--- src/rtl/wakeup_msg_sequencer_pkg.sv ---
// Shared definitions for the wake-up message sequencer: FSM encoding,
// default message length and the ASCII bytes of "Wake Up!\r".
package wakeup_msg_sequencer_pkg;

   typedef enum logic [2:0] {
      ST_IDLE  = 3'd0,
      ST_FETCH = 3'd1,
      ST_LOAD  = 3'd2,
      ST_SEND  = 3'd3,
      ST_GAP   = 3'd4,
      ST_DONE  = 3'd5
   } state_e;

   localparam int unsigned MSG_LEN_DEF = 9;

   localparam logic [7:0] CH_W   = 8'h57;
   localparam logic [7:0] CH_A   = 8'h61;
   localparam logic [7:0] CH_K   = 8'h6B;
   localparam logic [7:0] CH_E   = 8'h65;
   localparam logic [7:0] CH_SP  = 8'h20;
   localparam logic [7:0] CH_U   = 8'h55;
   localparam logic [7:0] CH_P   = 8'h70;
   localparam logic [7:0] CH_EXC = 8'h21;
   localparam logic [7:0] CH_CR  = 8'h0D;

   // Contents the parent's character ROM is expected to hold.
   function automatic logic [7:0] msg_char(input logic [3:0] idx);
      logic [7:0] ch;
      ch = 8'h00;
      case (idx)
         4'd0:    ch = CH_W;
         4'd1:    ch = CH_A;
         4'd2:    ch = CH_K;
         4'd3:    ch = CH_E;
         4'd4:    ch = CH_SP;
         4'd5:    ch = CH_U;
         4'd6:    ch = CH_P;
         4'd7:    ch = CH_EXC;
         4'd8:    ch = CH_CR;
         default: ch = 8'h00;
      endcase
      return ch;
   endfunction

endpackage

--- src/rtl/wakeup_gap_timer.sv ---
// Idle-gap counter between message repetitions: cleared by load_i,
// counts while en_i, and flags the final gap cycle on expire_o.
module wakeup_gap_timer #(
   parameter int unsigned GAP_W      = 16,
   parameter int unsigned GAP_CYCLES = 1000
) (
   input  logic clk,
   input  logic rst,
   input  logic load_i,
   input  logic en_i,
   output logic expire_o
);

   logic [GAP_W-1:0] cnt_q;
   logic [GAP_W-1:0] cnt_d;

   assign expire_o = en_i && (cnt_q == GAP_W'(GAP_CYCLES - 1));

   always_comb begin
      cnt_d = cnt_q;
      if (load_i) begin
         cnt_d = '0;
      end else if (en_i && !expire_o) begin
         cnt_d = cnt_q + 1'b1;
      end
   end

   always_ff @(posedge clk or negedge rst) begin
      if (!rst) begin
         cnt_q <= '0;
      end else begin
         cnt_q <= cnt_d;
      end
   end

endmodule

--- src/rtl/wakeup_msg_sequencer.sv ---
// Walks the character ROM index and streams each byte to the UART TX over
// valid/ready, repeating the message with idle gaps; supports abort.
module wakeup_msg_sequencer
   import wakeup_msg_sequencer_pkg::*;
#(
   parameter int unsigned MSG_LEN    = MSG_LEN_DEF,
   parameter int unsigned REPEAT     = 3,
   parameter int unsigned GAP_CYCLES = 1000,
   parameter int unsigned REP_W      = 8,
   parameter int unsigned GAP_W      = 16
) (
   input  logic       clk,
   input  logic       rst,
   input  logic       start,
   input  logic       abort,
   output logic [3:0] cnt_bcd,
   input  logic [7:0] rom_data,
   output logic [7:0] tx_data,
   output logic       tx_valid,
   input  logic       tx_ready,
   output logic       busy,
   output logic       done
);

   state_e           state_q;
   logic [3:0]       cnt_q;
   logic [REP_W-1:0] rep_q;
   logic [7:0]       tx_data_q;
   logic             tx_valid_q;
   logic             done_q;
   logic             abort_pend_q;

   logic hs;
   logic last_char;
   logic last_rep;
   logic stop_req;
   logic gap_load;
   logic gap_en;
   logic gap_expire;

   assign hs        = tx_valid_q && tx_ready;
   assign last_char = (cnt_q == 4'(MSG_LEN - 1));
   assign last_rep  = (rep_q == REP_W'(REPEAT - 1));
   // An abort seen while a byte is held must still end the sequence even if
   // the level drops before the receiver accepts that byte.
   assign stop_req  = abort || abort_pend_q;
   assign gap_load  = (state_q == ST_SEND) && hs && last_char && !last_rep && !stop_req;
   assign gap_en    = (state_q == ST_GAP);

   wakeup_gap_timer #(
      .GAP_W      (GAP_W),
      .GAP_CYCLES (GAP_CYCLES)
   ) u_gap_timer (
      .clk      (clk),
      .rst      (rst),
      .load_i   (gap_load),
      .en_i     (gap_en),
      .expire_o (gap_expire)
   );

   always_ff @(posedge clk or negedge rst) begin
      if (!rst) begin
         state_q      <= ST_IDLE;
         cnt_q        <= '0;
         rep_q        <= '0;
         tx_data_q    <= 8'h00;
         tx_valid_q   <= 1'b0;
         done_q       <= 1'b0;
         abort_pend_q <= 1'b0;
      end else begin
         done_q <= 1'b0;
         case (state_q)
            ST_IDLE: begin
               abort_pend_q <= 1'b0;
               if (start && !abort) begin
                  state_q <= ST_FETCH;
                  cnt_q   <= '0;
                  rep_q   <= '0;
               end
            end
            ST_FETCH: begin
               if (abort) begin
                  state_q <= ST_IDLE;
                  cnt_q   <= '0;
               end else begin
                  state_q <= ST_LOAD;
               end
            end
            ST_LOAD: begin
               if (abort) begin
                  state_q <= ST_IDLE;
                  cnt_q   <= '0;
               end else begin
                  tx_data_q  <= rom_data;
                  tx_valid_q <= 1'b1;
                  state_q    <= ST_SEND;
               end
            end
            ST_SEND: begin
               if (abort) begin
                  abort_pend_q <= 1'b1;
               end
               if (hs) begin
                  tx_valid_q <= 1'b0;
                  if (stop_req) begin
                     state_q      <= ST_IDLE;
                     cnt_q        <= '0;
                     abort_pend_q <= 1'b0;
                  end else if (!last_char) begin
                     cnt_q   <= cnt_q + 4'd1;
                     state_q <= ST_FETCH;
                  end else if (!last_rep) begin
                     rep_q   <= rep_q + 1'b1;
                     cnt_q   <= '0;
                     state_q <= ST_GAP;
                  end else begin
                     done_q  <= 1'b1;
                     state_q <= ST_DONE;
                  end
               end
            end
            ST_GAP: begin
               if (abort) begin
                  state_q <= ST_IDLE;
                  cnt_q   <= '0;
               end else if (gap_expire) begin
                  state_q <= ST_FETCH;
               end
            end
            ST_DONE: begin
               state_q <= ST_IDLE;
            end
            default: begin
               state_q <= ST_IDLE;
            end
         endcase
      end
   end

   assign cnt_bcd  = cnt_q;
   assign tx_data  = tx_data_q;
   assign tx_valid = tx_valid_q;
   assign done     = done_q;
   assign busy     = (state_q != ST_IDLE);

endmodule

--- config.mk ---
export PLATFORM = sky130hd
export DESIGN_NAME = wakeup_msg_sequencer
export DESIGN_NICKNAME = d
export VERILOG_FILES = /design/src/rtl/wakeup_msg_sequencer_pkg.sv /design/src/rtl/wakeup_gap_timer.sv /design/src/rtl/wakeup_msg_sequencer.sv
export SDC_FILE = /design/constraint.sdc
export NUM_CORES = 1
export LEC_CHECK = 0
export ABC_AREA = 1
export BUFFER_PORTS_ARGS = -buffer_cell sky130_fd_sc_hd__buf_2
export CORE_ASPECT_RATIO = 1.75
export CORE_UTILIZATION = 55
export DETAILED_ROUTE_END_ITERATION = 8
export MAX_ROUTING_LAYER = met4
export PLACE_DENSITY = 0.75
export SLEW_MARGIN = 20
export SYNTH_ARGS = -nofsm -noshare
export SYNTH_HDL_FRONTEND = slang
export SYNTH_SLANG_ARGS = --single-unit
--- constraint.sdc ---
create_clock -name clk -period 1.95 [get_ports clk]
set_clock_uncertainty 0.15 [all_clocks]
set_input_delay 0.2925 -clock clk [delete_from_list [all_inputs] [get_ports clk]]
set_output_delay 0.2925 -clock clk [all_outputs]
set_load 0.01 [all_outputs]
==> results.sh, run 1 <==
export IMPL_synth_seq_cells=42
export IMPL_antenna_cells=0
export IMPL_overflow=0
export IMPL_areaGrowthSynthToFinish_pct=10.28
export IMPL_io_buffers=27
export IMPL_dieArea_um2=5254
export IMPL_worst_slack_ns=0.1628
export IMPL_cpMostUsedCell="nand2_1"
export IMPL_setup_viol=0
export IMPL_fillers=448
export IMPL_finalHoldViolCount=0
export IMPL_slew_violations=0
export IMPL_viasPerCell=5.448
export IMPL_gp_congestion=0.9102
export IMPL_p_sw_w=0.001015
export IMPL_finalCriticalPeriod_ns=1.787
export IMPL_finalInstanceArea_um2=3007
export IMPL_synth_edff_count=0
export IMPL_nets=431
export IMPL_clkPwrFrac_pct=21.3
export IMPL_first_global_vias=2445
export IMPL_synth_distinct_cells=30
export IMPL_p_total_w=0.002654
export IMPL_grtUsageTotal_pct=25.74
export IMPL_worst_path_max_fanout=16
export IMPL_routed_via_count=2539
export IMPL_wl_um=6308
export IMPL_drv_cap=0
export IMPL_critPathCaptureType="flip-flop"
export IMPL_post_place_ws_ns=0.1192
export IMPL_drc=0
export IMPL_p_leak_nw=1.485
export IMPL_setup_tns_ns=0
export IMPL_synth_area_um2=2726
export IMPL_post_cts_buffers=0
export IMPL_start_util_pct=57.92
export IMPL_rsz0062_at_grt="false"
export IMPL_max_stage_delay_ns=0.45
export IMPL_die_w_um=55.22
export IMPL_synth_net_count=403
export IMPL_routedWlPerCell_um=13.54
export IMPL_drtAntennaViolNets=0
export IMPL_placedCellCount=457
export IMPL_die_h_um=95.14
export IMPL_drive_gt1_share_pct=16.43
export IMPL_rows=33
export IMPL_grt_max_degree=32
export IMPL_p_seq_share_pct=41.9
export IMPL_avgSynthCellArea_um2=7.081
export IMPL_cts_root_buf="clkbuf_8"
export IMPL_worst_pin_slew_ns=0.4121
export IMPL_relSlewSlack_pct=72.53
export IMPL_drt_iter0_markers=87
export IMPL_p_per_area_nw_per_um2=882.6
export IMPL_outcome="finished, final reports clean"
export IMPL_combPwrFrac_pct=36.7
export IMPL_max_freq_ghz=0.5595
export IMPL_synth_top_flop_cell="dfrtp_1"
export IMPL_crit_type="reg2reg"
export IMPL_cts_sinks=42
export IMPL_placed_area_um2=2899
export IMPL_ctsLongestPathBuffers=2
export IMPL_p_int_w=0.001638
export IMPL_critPathSlowestCell="dfrtp_1"
export IMPL_finalCritPeriodShare_pct=91.65
export IMPL_antenna_found_initial=0
export IMPL_grt_pass1_wl_um=10550
export IMPL_synthCells=385
export IMPL_synthArstFlopShare_pct=100.0
export IMPL_yosysWarningCount=0
export IMPL_cts_inserted_buffers=5
export IMPL_yosysSeqAreaShare_pct=38.55
export IMPL_clock_latency_ns=0.30
export IMPL_dr_pass1_iters=4
export IMPL_stdcell_count=466
export IMPL_clk_pin_slew_ns=0.09
export IMPL_core_area_um2=4707
export IMPL_cp_required_ns=2.04
export IMPL_vdd_drop_max_mv=0.6390
export IMPL_ios=28
export IMPL_path_cells="ha_2 > nand4_1 > nor2_1 > nand2_1 > nand2_2 > nand3_1 > nand2_1"
export IMPL_cts_tree="built"
export IMPL_switching_share_pct=38.26
export IMPL_arrival_ns=1.87
export IMPL_cp_start_kind="flip-flop"
export IMPL_hold_path_class="in2reg"
export IMPL_post_dp_hpwl_um=4717
export IMPL_h_tree_depth=2
[synth_stat cells, types with 3 or more instances]
cell	instances	share of area, %
buf_2	6	1.1
clkbuf_1	3	0.41
dfrtp_1	42	39
ha_1	5	2.3
inv_1	34	4.7
mux2_2	8	3.3
nand2_1	122	17
nand2_4	3	1.2
nand3_1	56	10
nand4_1	9	2.1
nor2_1	54	7.4
nor2_2	5	1.1
nor2_4	3	1.2
nor3_1	4	0.73
o21ai_0	5	0.92
xnor2_1	4	1.3
xor2_1	7	2.2
[state kept, by name, summed over array words and instances (netlist names)]
register	count
state_q	3
u_gap_timer.cnt_q	16
done	1
rep_q	8
abort_pend_q	1
tx_valid	1
tx_data	8
cnt_bcd	4
[cell families after synthesis]
family | count (synthesis) | synth area share (%)
simple gates | 261 | 42.68
buf+inv | 49 | 7.710
flops | 42 | 38.55
xor+xnor | 11 | 3.534
compound gates | 9 | 1.927
mux | 8 | 3.304
fa+ha+maj | 5 | 2.295
[worst max-delay path, delay by kind of cell (launching register included)]
family / cells / cell delay [ns]
AND/OR/NAND/NOR: 6 / 0.81
adder cells (fa/ha/maj): 1 / 0.31
flip-flops: 1 / 0.45
[power groups by stage]
| stage | Clock, W | Sequential, W | Combinational [W] |
|---|---|---|---|
| 2_1_floorplan | 0 | 0.00117 | 0.000626 |
| 3_3_place_gp | 0 | 0.00112 | 0.000980 |
| 3_5_place_dp | 0 | 0.00113 | 0.000983 |
| 4_1_cts | 0.000579 | 0.00111 | 0.000987 |
| 5_1_grt | 0.000606 | 0.00114 | 0.00110 |
| 6_report | 0.000566 | 0.00111 | 0.000975 |
[what timing repair did]
action,CTS,global route
hold endpoints to repair,15,0
endpoints found under the setup margin,0,16
gates resized for setup,0,3
hold buffers,1,0
[per-layer routing]
| layer | share of wire, % | GRT usage, % |
|---|---|---|
| met5 | 0 | - |
| met4 | 2.3 | 12.08 |
| met3 | 3.4 | 2.849 |
| met2 | 55 | 47.49 |
| met1 | 39 | 27.26 |
[cell usage in the layout, fill, tap and decap left out, types with 2 or more instances in the layout]
cell type  count
nor2_2         5
mux2_2         8
nand3_2        2
clkbuf_8       5
o21ai_0        5
xor2_1         7
ha_1           4
nand3_1       55
inv_1         34
nand2_1      122
xnor2_1        4
dfrtp_1       42
nand4_1        9
nand2_2        2
buf_2         27
buf_4          5
nor2_1        54
nor3_1         4
nor2_4         3
nand2_4        3
[stage by stage]
| stage | utilization (%) | hold WS (ns) |
|---|---|---|
| 2_1_floorplan | - | -0.1531 |
| 3_3_place_gp | 61.59 | 0.08863 |
| 3_5_place_dp | 61.59 | 0.1003 |
| 4_1_cts | 63.64 | 0.06843 |
| 5_1_grt | 63.88 | 0.06337 |
| 6_report | 63.88 | 0.06962 |
[layout make-up]
cell class	count	area, um^2	share of cell area (%)
Clock inverter	2	13.76	0.4578
Timing Repair Buffer	34	193.9	6.450
Clock buffer	6	72.57	2.414
Sequential cell	42	1051	34.96
Multi-Input combinational cell	294	1473	48.98
Inverter	36	137.6	4.578
Tap cell	52	65.06	2.164
[final timing paths]
path / start / end / slack (ns) / cells after the start
max: u_gap_timer.cnt_q[0] / u_gap_timer.cnt_q[14] / 0.16 / 7
min reg2reg: tx_data[7] / tx_data[7] / 0.35 / 1
min: rom_data[2] / tx_data[2] / 0.07 / 2
max reg2reg: u_gap_timer.cnt_q[0] / u_gap_timer.cnt_q[14] / 0.16 / 7
min in group asynchronous: rst / u_gap_timer.cnt_q[11] / 0.32 / 2
max in group asynchronous: rst / tx_data[6] / 0.79 / 3
Note: power is estimated with default switching activity, not from simulation.
==> run 2: changes to the inputs <==
Settings changed: PLACE_DENSITY 0.75 to 0.74.
==> run 2 against run 1 <==
Against the previous run: design area grew 2.7%; via count shrank 1.5%; sequential power is essentially flat; hold slack gained 0.0078 ns; sequential share of layout area fell by 0.91 points; die area unchanged; largest cell class unchanged; non-clock buffer count rose by 4; fmax is 2.4% higher; highest routed layer unchanged; combinational power grew 2.3%; power rose by 5.0%; core utilization grew 1.7 points; routed wire length down 3.4%.
==> results.sh, run 2 (synthesized netlist as in run 1, its figures left out) <==
export IMPL_nets=435
export IMPL_placedCellCount=459
export IMPL_core_area_um2=4707
export IMPL_ff2ff_path_depth=9
export IMPL_areaGrowthSynthToFinish_pct=13.22
export IMPL_largest_register_ffs=16
export IMPL_slew_violations=0
export IMPL_ctsLongestPathBuffers=2
export IMPL_setup_viol=0
export IMPL_post_place_ws_ns=0.1680
export IMPL_cp_required_ns=1.98
export IMPL_mostFrequentLayoutCells="122 x nand2_1, 55 x nand3_1, 54 x nor2_1, 42 x dfrtp_1, 34 x inv_1"
export IMPL_cp_depth=9
export IMPL_regMostFlops="u_gap_timer.cnt_q"
export IMPL_cts_inserted_buffers=5
export IMPL_drv_cap=0
export IMPL_hold_path_class="in2reg"
export IMPL_fin_hold_ws_ns=0.07744
export IMPL_drtAntennaViolNets=0
export IMPL_die_w_um=55.22
export IMPL_relSlewSlack_pct=66.75
export IMPL_cts_tree="built"
export IMPL_startpoint="u_gap_timer.cnt_q[0]"
export IMPL_finalCritPeriodShare_pct=89.46
export IMPL_grt_max_degree=32
export IMPL_p_leak_nw=1.522
export IMPL_gp_congestion=0.9455
export IMPL_max_stage_delay_ns=0.44
export IMPL_cts_root_buf="clkbuf_8"
export IMPL_viasPerCell=5.319
export IMPL_placed_area_um2=2927
export IMPL_routed_via_count=2500
export IMPL_critPathSlowestCell="dfrtp_1"
export IMPL_first_global_vias=2411
export IMPL_grtUsageTotal_pct=25.46
export IMPL_crit_path_end="u_gap_timer.cnt_q[4]"
export IMPL_critPathCaptureType="flip-flop"
export IMPL_io_buffers=27
export IMPL_grt_pass1_wl_um=10360
export IMPL_finalHoldViolCount=0
export IMPL_path_buf_inv=1
export IMPL_arrival_ns=1.78
export IMPL_rsz0062_at_grt="false"
export IMPL_start_util_pct=57.92
export IMPL_ios=28
export IMPL_worst_pin_slew_ns=0.4988
export IMPL_clock_latency_ns=0.29
export IMPL_p_per_area_nw_per_um2=902.6
export IMPL_drt_iter0_markers=114
export IMPL_rows=33
export IMPL_overflow=0
export IMPL_antenna_cells=0
export IMPL_rr_startpoint="u_gap_timer.cnt_q[0]"
export IMPL_routedWlPerCell_um=12.97
export IMPL_drive_gt1_share_pct=17.22
export IMPL_layout_commonest_cell="nand2_1"
export IMPL_timing_rr_end="u_gap_timer.cnt_q[4]"
export IMPL_vdd_drop_max_mv=0.6968
export IMPL_clk_pin_slew_ns=0.08
export IMPL_worst_slack_ns=0.2054
export IMPL_drc=0
export IMPL_finalInstanceArea_um2=3087
export IMPL_dr_pass1_iters=4
export IMPL_crit_type="reg2reg"
export IMPL_cts_sinks=42
export IMPL_antenna_found_initial=0
export IMPL_h_tree_depth=2
export IMPL_path_cells="ha_2 > nand2_1 > nor2_1 > nand2_1 > nor2_2 > nor2_4 > buf_4 > nand3_1 > nand2_1"
export IMPL_max_freq_ghz=0.5732
export IMPL_wl_um=6094
export IMPL_setup_tns_ns=0
export IMPL_cp_start_kind="flip-flop"
export IMPL_fillers=444
export IMPL_finalCriticalPeriod_ns=1.745
export IMPL_dieArea_um2=5254
export IMPL_outcome="finished, final reports clean"
export IMPL_cpMostUsedCell="nand2_1"
export IMPL_rrSetupSlack_ns=0.21
export IMPL_worst_path_max_fanout=7
export IMPL_critPathTopFamily="simple AND/OR/NAND/NOR gates"
export IMPL_die_h_um=95.14
export IMPL_post_dp_hpwl_um=4629
export IMPL_stdcell_count=470
run 2: changes by cell type in the layout (fill, tap and decap cells not counted):
cell and change:
buf_12 +2, nand2_4 +1, bufinv_16 +1, buf_6 -1, clkinv_2 -1, buf_4 +3, clkinvlp_4 +1, clkinv_4 -1
nand2_2 -1
run 2: metal layers:
| layer | vias up | wire length [um] | GRT usage, % |
|---|---|---|---|
| li1 | 1278 | - | - |
| met1 | 1167 | 2370 | 26.45 |
| met2 | 38 | 3416 | 47.49 |
| met3 | 17 | 143 | 2.849 |
| met4 | 0 | 164 | 12.08 |
| met5 | - | 0 | - |
run 2: worst reg2reg max path, cell delays in order, from the launching register on:
cell and delay [ns]:
dfrtp_1 0.44, ha_2 0.29, nand2_1 0.07, nor2_1 0.08, nand2_1 0.07, nor2_2 0.18
nor2_4 0.07, buf_4 0.16, nand3_1 0.08, nand2_1 0.05
run 2: cell type report:
type / instances / area (um^2) / area share (%)
clock inverter: 2 / 37.54 / 1.216
timing repair buffer: 38 / 245.2 / 7.945
sequential: 42 / 1051 / 34.05
tap: 52 / 65.06 / 2.108
multi-input combinational: 294 / 1478 / 47.87
inverter: 36 / 137.6 / 4.459
clock buffer: 6 / 72.57 / 2.351
run 2: timing repair:
item,CTS,global route
gates resized for setup,0,3
hold endpoints to repair,20,0
buffers inserted,0,2
hold buffers,1,0
setup endpoints to repair,0,2
run 2: worst min-delay path by stage:
stage                     start                     to  slack, ns  cells past startpoint
floorplan                   rst           abort_pend_q      -0.15                      0
global placement            rst  u_gap_timer.cnt_q[14]       0.14                      1
detailed placement          rst   u_gap_timer.cnt_q[6]       0.14                      1
CTS                 rom_data[3]             tx_data[3]       0.07                      2
global route        rom_data[3]             tx_data[3]       0.07                      2
finish              rom_data[3]             tx_data[3]       0.08                      2
run 2: stage by stage:
stage / utilization (%) / power [W]
floorplan: - / 0.001797
global placement: 62.17 / 0.002113
detailed placement: 62.17 / 0.002125
CTS: 64.73 / 0.002818
global route: 65.58 / 0.002983
finish: 65.58 / 0.002786
run 2: power breakdown:
group | leakage [nW] | internal, W | total (W) | switching (W)
logic | 0.913 | 0.000385 | 0.000997 | 0.000612
registers | 0.558 | 0.00101 | 0.00111 | 0.0000954
clock network | 0.0514 | 0.000382 | 0.000682 | 0.000300
total | 1.52 | 0.00178 | 0.00279 | 0.00101
==> run 3: changes to the inputs <==
Settings changed: PLACE_DENSITY 0.74 to default, PLACE_DENSITY_LB_ADDON from default to 0.1.
==> run 3 against run 2 <==
Against the previous run: routed wire length up 1.9%; sequential share of layout area up 0.25 points; via count down 0.24%; die area unchanged; non-clock buffer count down 3; count of clock-buffer cells in the layout unchanged; design area down 0.73%; critical path depth down 1; critical endpoint is now u_gap_timer.cnt_q[13]; largest cell class unchanged; highest routed layer unchanged.
==> results.sh, run 3 (synthesized netlist as in run 1, its figures left out) <==
export IMPL_outcome="finished, final reports clean"
export IMPL_setup_viol=0
export IMPL_h_tree_depth=2
export IMPL_drv_cap=0
export IMPL_overflow=0
export IMPL_viasPerCell=5.340
export IMPL_relSlewSlack_pct=73.03
export IMPL_antenna_found_initial=0
export IMPL_gp_congestion=0.9100
export IMPL_dr_pass1_iters=4
export IMPL_ctsLongestPathBuffers=2
export IMPL_drt_iter0_markers=112
export IMPL_antenna_cells=0
export IMPL_crit_type="reg2reg"
export IMPL_die_w_um=55.22
export IMPL_hold_path_class="in2reg"
export IMPL_fin_hold_ws_ns=0.06516
export IMPL_cts_root_buf="clkbuf_8"
export IMPL_largest_register_ffs=16
export IMPL_slew_violations=0
export IMPL_ff2ff_path_depth=8
export IMPL_clock_latency_ns=0.30
export IMPL_arrival_ns=1.85
export IMPL_rows=33
export IMPL_fillers=443
export IMPL_mostFrequentLayoutCells="122 x nand2_1, 55 x nand3_1, 54 x nor2_1, 42 x dfrtp_1, 34 x inv_1"
export IMPL_routed_via_count=2494
export IMPL_nets=432
export IMPL_cts_sinks=42
export IMPL_finalHoldViolCount=0
export IMPL_grtUsageTotal_pct=26.12
export IMPL_finalCritPeriodShare_pct=92.50
export IMPL_routedWlPerCell_um=13.30
export IMPL_finalCriticalPeriod_ns=1.804
export IMPL_first_global_vias=2415
export IMPL_critPathCaptureType="flip-flop"
export IMPL_setup_tns_ns=0
export IMPL_grt_max_degree=32
export IMPL_regMostFlops="u_gap_timer.cnt_q"
export IMPL_io_buffers=27
export IMPL_drtAntennaViolNets=0
export IMPL_post_dp_hpwl_um=4660
export IMPL_drive_gt1_share_pct=16.63
export IMPL_cts_tree="built"
export IMPL_max_freq_ghz=0.5544
export IMPL_start_util_pct=57.92
export IMPL_post_cts_buffers=0
export IMPL_cp_required_ns=2.00
export IMPL_cts_inserted_buffers=5
export IMPL_rsz0062_at_grt="false"
export IMPL_vdd_drop_max_mv=0.8278
export IMPL_grt_pass1_wl_um=10540
export IMPL_worst_pin_slew_ns=0.4036
export IMPL_die_h_um=95.14
export IMPL_p_total_w=0.002954
export IMPL_dieArea_um2=5254
export IMPL_clk_pin_slew_ns=0.08
export IMPL_ios=28
export IMPL_areaGrowthSynthToFinish_pct=12.39
export IMPL_wl_um=6212
export IMPL_worst_path_max_fanout=31
export IMPL_core_area_um2=4707
export IMPL_p_leak_nw=1.516
export IMPL_hold_path_cell_count=2
export IMPL_drc=0
export IMPL_layout_commonest_cell="nand2_1"
export IMPL_p_per_area_nw_per_um2=964.1
export IMPL_cp_start_kind="flip-flop"
[run 3: cell count changes in the layout (fill, tap and decap cells not counted), sizes merged]
cell | previous run | this run
clkinvlp | 1 | 0
buf | 37 | 34
bufinv | 1 | 2
[run 3: per-stage QoR]
stage,instance area (um^2),instances,setup slack (ns),util (%)
4_1_cts,3059,467,0.09257,64.99
3_3_place_gp,2907,458,0.1930,61.75
5_1_grt,3064,467,0.01146,65.10
6_report,3064,467,0.1463,65.10
2_1_floorplan,2726,385,0.2319,-
3_5_place_dp,2907,458,0.1057,61.75
[run 3: routing by layer]
| layer | vias up | track usage, % | share of wire [%] | wire length, um |
|---|---|---|---|---|
| li1 | 1276 | - | - | - |
| met2 | 44 | 48.69 | 54 | 3375 |
| met5 | - | - | 0 | 0 |
| met3 | 18 | 3.256 | 2.5 | 158 |
| met4 | 0 | 12.71 | 2.9 | 182 |
| met1 | 1156 | 26.82 | 40 | 2497 |
[run 3: path summary, 6_finish.rpt]
check,from,endpoint,slack (ns)
max in group asynchronous,rst,rep_q[2],0.85
setup reg to reg,cnt_bcd[0],u_gap_timer.cnt_q[13],0.15
min in group asynchronous,rst,u_gap_timer.cnt_q[13],0.27
hold reg to reg,tx_data[7],tx_data[7],0.36
setup / recovery,cnt_bcd[0],u_gap_timer.cnt_q[13],0.15
hold / removal,rom_data[7],tx_data[7],0.07
[run 3: final cells by class]
cell class | count | area, um^2 | share of cell area [%]
clock buffers | 6 | 82.58 | 2.695
flip-flops and latches | 42 | 1051 | 34.30
clock inverters | 2 | 60.06 | 1.960
multi-input cells | 294 | 1470 | 47.98
well taps | 52 | 65.06 | 2.123
repair buffers | 35 | 197.7 | 6.452
inverters | 36 | 137.6 | 4.492
[run 3: worst max-delay path: stages (launching register included)]
cell and delay (ns):
dfrtp_1 0.43, inv_1 0.10, ha_1 0.17, nand3_2 0.14, nor3_1 0.19, nand3_1 0.10, buf_4 0.24, nand3_1 0.11
nand2_1 0.06
[run 3: repair_timing]
action	4_1_cts	5_1_grt
resized for setup	0	1
hold buffers	1	0
endpoints found under the hold margin	13	0
endpoints found under the setup margin	0	11
[run 3: where the power goes]
group,leakage [nW],internal (W),switching (W)
Clock,0.0714,0.000546,0.000321
Combinational,0.887,0.000374,0.000595
Sequential,0.558,0.00101,0.000106
